`src/rtl/pipeline_hazard_ctrl.sv`:
```
// Hazard controller for the 5-stage pipeline: load-use stall FSM, operand forwarding
// selects for PA/PB/PD, IF/ID flush on taken branch, saturating stall/flush counters.

module pipeline_hazard_fwd_lane (
  input  logic [3:0] src,
  input  logic       use_src,
  input  logic [3:0] EX_RD,
  input  logic       EX_RF_enable,
  input  logic       EX_load_instr,
  input  logic [3:0] MEM_RD,
  input  logic       MEM_RF_enable,
  input  logic [3:0] WB_RD,
  input  logic       WB_RF_enable,
  output logic [1:0] fwd,
  output logic       ld_hit
);
  logic is_pc;
  assign is_pc = (src == 4'hF);

  // R15 is read from the PC path, never forwarded
  always_comb begin
    fwd = 2'b00;
    if (!is_pc) begin
      if (use_src && EX_RF_enable && !EX_load_instr && EX_RD == src) fwd = 2'b01;
      else if (MEM_RF_enable && MEM_RD == src)                      fwd = 2'b10;
      else if (WB_RF_enable && WB_RD == src)                        fwd = 2'b11;
    end
  end

  assign ld_hit = use_src && !is_pc && (src == EX_RD) && EX_load_instr && EX_RF_enable;
endmodule

module pipeline_hazard_ctrl #(
  parameter int STALL_CYCLES = 1,
  parameter int CNT_W        = 16
) (
  input  logic             Clk,
  input  logic             Clr,
  input  logic [3:0]       ID_Rn,
  input  logic [3:0]       ID_Rm,
  input  logic [3:0]       ID_Rd,
  input  logic             ID_use_Rn,
  input  logic             ID_use_Rm,
  input  logic             ID_use_Rd,
  input  logic             ID_branch_taken,
  input  logic [3:0]       EX_RD,
  input  logic             EX_RF_enable,
  input  logic             EX_load_instr,
  input  logic [3:0]       MEM_RD,
  input  logic             MEM_RF_enable,
  input  logic [3:0]       WB_RD,
  input  logic             WB_RF_enable,
  output logic             PC_LE,
  output logic             IFID_LE,
  output logic             CU_MUX_E,
  output logic             IFID_flush,
  output logic [1:0]       fwd_A,
  output logic [1:0]       fwd_B,
  output logic [1:0]       fwd_D,
  output logic [CNT_W-1:0] stall_count,
  output logic [CNT_W-1:0] flush_count
);
  localparam int         NUM_OPS  = 3;
  localparam logic [3:0] CNT_INIT = 4'(STALL_CYCLES - 1);

  typedef enum logic {RUN, STALL} state_t;

  logic [NUM_OPS-1:0][3:0] op_reg;
  logic [NUM_OPS-1:0]      op_use;
  logic [NUM_OPS-1:0][1:0] op_fwd;
  logic [NUM_OPS-1:0]      op_ld_hit;

  assign op_reg = {ID_Rd, ID_Rm, ID_Rn};
  assign op_use = {ID_use_Rd, ID_use_Rm, ID_use_Rn};

  genvar g;
  generate
    for (g = 0; g < NUM_OPS; g++) begin : g_op
      pipeline_hazard_fwd_lane u_lane (
        .src          (op_reg[g]),
        .use_src      (op_use[g]),
        .EX_RD        (EX_RD),
        .EX_RF_enable (EX_RF_enable),
        .EX_load_instr(EX_load_instr),
        .MEM_RD       (MEM_RD),
        .MEM_RF_enable(MEM_RF_enable),
        .WB_RD        (WB_RD),
        .WB_RF_enable (WB_RF_enable),
        .fwd          (op_fwd[g]),
        .ld_hit       (op_ld_hit[g])
      );
    end
  endgenerate

  logic       hz;
  state_t     state_q, state_d;
  logic [3:0] cnt_q, cnt_d;
  logic       bubble, flush;

  assign hz = |op_ld_hit;

  always_ff @(posedge Clk or negedge Clr) begin
    if (!Clr) begin
      state_q <= RUN;
      cnt_q   <= '0;
    end else begin
      state_q <= state_d;
      cnt_q   <= cnt_d;
    end
  end

  always_comb begin
    state_d = state_q;
    cnt_d   = cnt_q;
    bubble  = 1'b0;
    flush   = 1'b0;
    case (state_q)
      RUN: begin
        if (hz) begin
          bubble = 1'b1;
          if (STALL_CYCLES > 1) begin
            state_d = STALL;
            cnt_d   = CNT_INIT;
          end
        end else if (ID_branch_taken) begin
          flush = 1'b1;
        end
      end
      STALL: begin
        // branch is held in ID and re-evaluated once the stall drains
        bubble = 1'b1;
        cnt_d  = cnt_q - 4'd1;
        if (cnt_q == 4'd1) state_d = RUN;
      end
      default: state_d = RUN;
    endcase
  end

  assign PC_LE      = Clr & ~bubble;
  assign IFID_LE    = Clr & ~bubble;
  assign CU_MUX_E   = ~Clr | bubble;
  assign IFID_flush = Clr & flush;
  assign fwd_A      = Clr ? op_fwd[0] : 2'b00;
  assign fwd_B      = Clr ? op_fwd[1] : 2'b00;
  assign fwd_D      = Clr ? op_fwd[2] : 2'b00;

  always_ff @(posedge Clk or negedge Clr) begin
    if (!Clr) begin
      stall_count <= '0;
      flush_count <= '0;
    end else begin
      if (bubble && stall_count != '1) stall_count <= stall_count + 1'b1;
      if (flush  && flush_count != '1) flush_count <= flush_count + 1'b1;
    end
  end
endmodule
```
`config.mk`:
```
export PLATFORM = sky130hd
export DESIGN_NAME = pipeline_hazard_ctrl
export DESIGN_NICKNAME = d
export VERILOG_FILES = /design/src/rtl/pipeline_hazard_ctrl.sv
export SDC_FILE = /design/constraint.sdc
export NUM_CORES = 1
export LEC_CHECK = 0
export CORE_UTILIZATION = 30
export DETAILED_ROUTE_END_ITERATION = 10
export PLACE_DENSITY = 0.62
export SYNTH_ARGS = -nofsm -noshare
export SYNTH_HDL_FRONTEND = slang
export SYNTH_HIERARCHICAL = 1
export SYNTH_SLANG_ARGS = --single-unit
```
`constraint.sdc`:
```
create_clock -name Clk -period 2.41 [get_ports Clk]
set_input_delay 0.482 -clock Clk [delete_from_list [all_inputs] [get_ports Clk]]
set_output_delay 0.482 -clock Clk [all_outputs]
set_load 0.01 [all_outputs]
```
==> summary.txt <==
Run status
  – Status: complete, no violations

Power and ir drop
  – Sequential fraction of design power: 0.441
  – Pwr/cell area: 532 nW/um^2
  – Clock share of power: 0.197
  – Pleak: 1.70 nW
  – Peak supply drop: 0.000349 V
  – Gate power share: 0.363
  – Internal power: 1.33 mW
  – Switch share: 0.340
  – Net Sw Power: 0.682 mW

Logic synthesis
  – Share of synthesized flip-flops with an asynchronous set or reset: 1.00
  – #FFs+latches synth: 37
  – Number of flops mapped to enable cells by yosys: 0
  – Post-Synthesis Cell Area: 2450 um^2
  – Synth Instances: 252
  – Seq/Total Area, Yosys: 0.378
  – Post-Syn Nets: 290
  – Warnings from Yosys: 6
  – Syn avg cell area: 9.71 um^2
  – Synth cell types: 34
  – Ys flop type: dfrtp_1

Layout
  – Fin cells: 480
  – Fin nets: 417
  – # diodes: 0
  – Area Growth Syn to Fin: 54.2%
  – Fraction of layout cells with a size suffix above 1: 0.286

Die
  – CORE AREA: 7810 um^2
  – I/O pin count: 76
  – Die area: 8520 um^2
  – Die H: 92.3 um
  – FP Rows: 32
  – Die width: 92.3 um
  – Starting Density: 0.313

Placement
  – Detailed Place HPWL: 5400 um
  – # placed instances: 469
  – PortBufs: 75
  – RD Place Congestion: 0.924

Setup path
  – Worst path arrival time: 1.86 ns
  – CP max-delay cell: clkdlybuf4s50_1
  – Critical-path cell list: clkdlybuf4s50_1, and3_1, a31o_1, and2_1, clkdlybuf4s15_2
  – Crit end category: output port
  – CP Class: primary input to output port
  – Critical path required time: 1.93 ns
  – Setup crit start kind: primary input
  – Worst path max stage delay: 0.55 ns
  – Crit path max fanout: 6

STA
  – RSZ-0062 raised after global routing: no
  – Final clock period utilization by the worst path: 0.971
  – Rel. slew slack: 0.672
  – Slew @ Worst Pin: 0.490 ns
  – Clock Skew: 0.00661 ns
  – Slew Viols, Final: 0
  – Final hold vios: 0
  – Fin crit period: 2.34 ns
  – Max Fclk: 0.427 GHz
  – Setup Viol. Count Final: 0
  – Setup TNS: 0 ns

Clock tree
  – Clk slew on worst S/H paths: 0.07 ns
  – H-Tree Level Count: 2
  – CTS Sinks: 37
  – Total CTS buffers: 5
  – Later-pin clock latency in the skew report: 0.28 ns
  – Hold_buf cts: 0
  – Root Driver: clkbuf_8
  – CTS tree: built
  – Clock Path Buffers: 2

Routing
  – Residual DRC count: 0
  – Average wire per standard cell: 14.2 um
  – Detailed-route vias per instance: 4.92
  – Drt pass-1 iters: 4
  – Initial DRC Count: 71
  – Detailed-route via count: 2363
  – Final antenna-violating net count: 0
  – Final Routed Wirelength: 6800 um

GRT
  – Largest net degree at the start of global routing: 18
  – Initial antenna violation count: 0
  – First-pass GRT wire length: 11200 um
  – Total global-route track usage: 0.167
  – Number of global-route vias before repair: 2338
  – Grt total ovfl: 0

Hold path
  – Hold WC Path Type: primary input to asynchronous set/reset pin

Run
  – Max capacitance violation total: 0
-- routing by layer --
metal,wire length (um),GRT usage,vias up
met5,0,0,-
met4,155,0.0508,0
met3,256,0.0312,16
met2,3370,0.286,50
met1,3010,0.211,1142
li1,-,-,1155
-- cell type report --
type | instances | area (um^2)
clock buffers | 5 | 68.8
clock inverters | 1 | 5.00
fillers | 757 | 4030
inverters | 8 | 30.0
multi-input cells | 204 | 1620
flip-flops and latches | 37 | 926
well taps | 102 | 128
repair buffers | 123 | 1000
-- flip-flops by register name, indices dropped and copies added, names as in the netlist --
register     count
flush_count     16
state_q          1
cnt_q            4
stall_count     16
-- worst max-delay path, delay by kind of cell --
kind	cells	cell delay, ns
AO/OA/AOI/OAI	1	0.22
buffers and inverters	2	0.78
AND/OR/NAND/NOR	2	0.37
-- timing repair --
item | in CTS | in global routing
buffers inserted | 6 | 0
setup endpoints to repair | 26 | 15
resized for setup | 89 | 33
pin swaps | 18 | 19
-- cell usage in the layout (no fill, tap or decap), types with 3 or more instances in the layout --
master / count
a21oi_1: 5
a31o_1: 3
and2_1: 7
and3_1: 6
buf_2: 14
buf_4: 48
clkbuf_2: 6
clkbuf_8: 5
clkdlybuf4s15_1: 3
clkdlybuf4s50_1: 35
dfrtp_1: 37
dlygate4sd2_1: 13
ha_1: 4
inv_1: 8
mux2_2: 3
nand2_1: 12
nand3_1: 16
nand3_2: 5
nand4_1: 12
nor2_1: 6
nor3_1: 12
nor3_2: 5
nor3b_1: 3
nor4_1: 7
nor4_4: 3
nor4b_2: 3
xnor2_1: 23
xnor2_2: 3
xor2_1: 41
-- cells by family (layout without fill, tap and decap cells) --
logic type      Yosys count  in the layout  share of synthesized area
buf+inv                  11            137                     0.0245
flops                    37             37                      0.378
xor+xnor                 67             67                      0.240
mux                       5              5                     0.0220
fa+ha+maj                 4              4                     0.0205
simple gates            114            114                      0.275
compound gates           14             14                     0.0399
-- power groups by stage --
| stage | combinational [mW] | sequential, mW | clock (mW) |
|---|---|---|---|
| floorplan | 0.263 | 0.915 | 0 |
| global placement | 0.714 | 0.891 | 0 |
| detailed placement | 0.731 | 0.891 | 0 |
| CTS | 0.729 | 0.883 | 0.414 |
| global route | 0.790 | 0.904 | 0.437 |
| finish | 0.729 | 0.885 | 0.395 |
-- metrics by stage --
stage	setup WS [ns]	instance area, um^2	power [mW]	hold WS (ns)	util
floorplan	-0.0253	2490	1.18	0.186	-
global placement	-0.638	3660	1.60	0.348	0.469
detailed placement	-0.667	3660	1.62	0.341	0.469
CTS	0.00622	3750	2.03	0.0389	0.480
global route	0.00143	3770	2.13	0.0378	0.483
finish	0.0704	3770	2.01	0.0444	0.483
-- path summary, 6_finish.rpt --
| path | from | endpoint | slack [ns] | cells past startpoint |
|---|---|---|---|---|
| max | WB_RF_enable | fwd_A[0] | 0.07 | 5 |
| min | Clr | cnt_q[0]$_DFFE_PN0P_ | 0.04 | 1 |
| max reg2reg | state_q$_DFF_PN0_ | flush_count[10]$_DFFE_PN0P_ | 0.40 | 4 |
| min reg2reg | cnt_q[3]$_DFFE_PN0P_ | cnt_q[3]$_DFFE_PN0P_ | 0.48 | 1 |
| max in group asynchronous | Clr | flush_count[1]$_DFFE_PN0P_ | 1.88 | 2 |
| min in group Clk | cnt_q[3]$_DFFE_PN0P_ | cnt_q[3]$_DFFE_PN0P_ | 0.48 | 1 |
-- synth_stat cells (all sizes together), types with 4 or more instances --
| cell type | instances | area [um^2] |
|---|---|---|
| xor2 | 41 | 359 |
| inv | 8 | 30.0 |
| a21oi | 5 | 25.0 |
| nand2 | 14 | 52.6 |
| nor2 | 6 | 22.5 |
| nor4b | 4 | 53.8 |
| nor4 | 11 | 75.1 |
| and2 | 8 | 50.1 |
| nor3 | 19 | 95.1 |
| nand4 | 12 | 75.1 |
| ha | 4 | 50.1 |
| and3 | 6 | 37.5 |
| nand3 | 21 | 105 |
| dfrtp | 37 | 926 |
| xnor2 | 26 | 228 |
No activity file was read; power rests on OpenSTA's default activity.
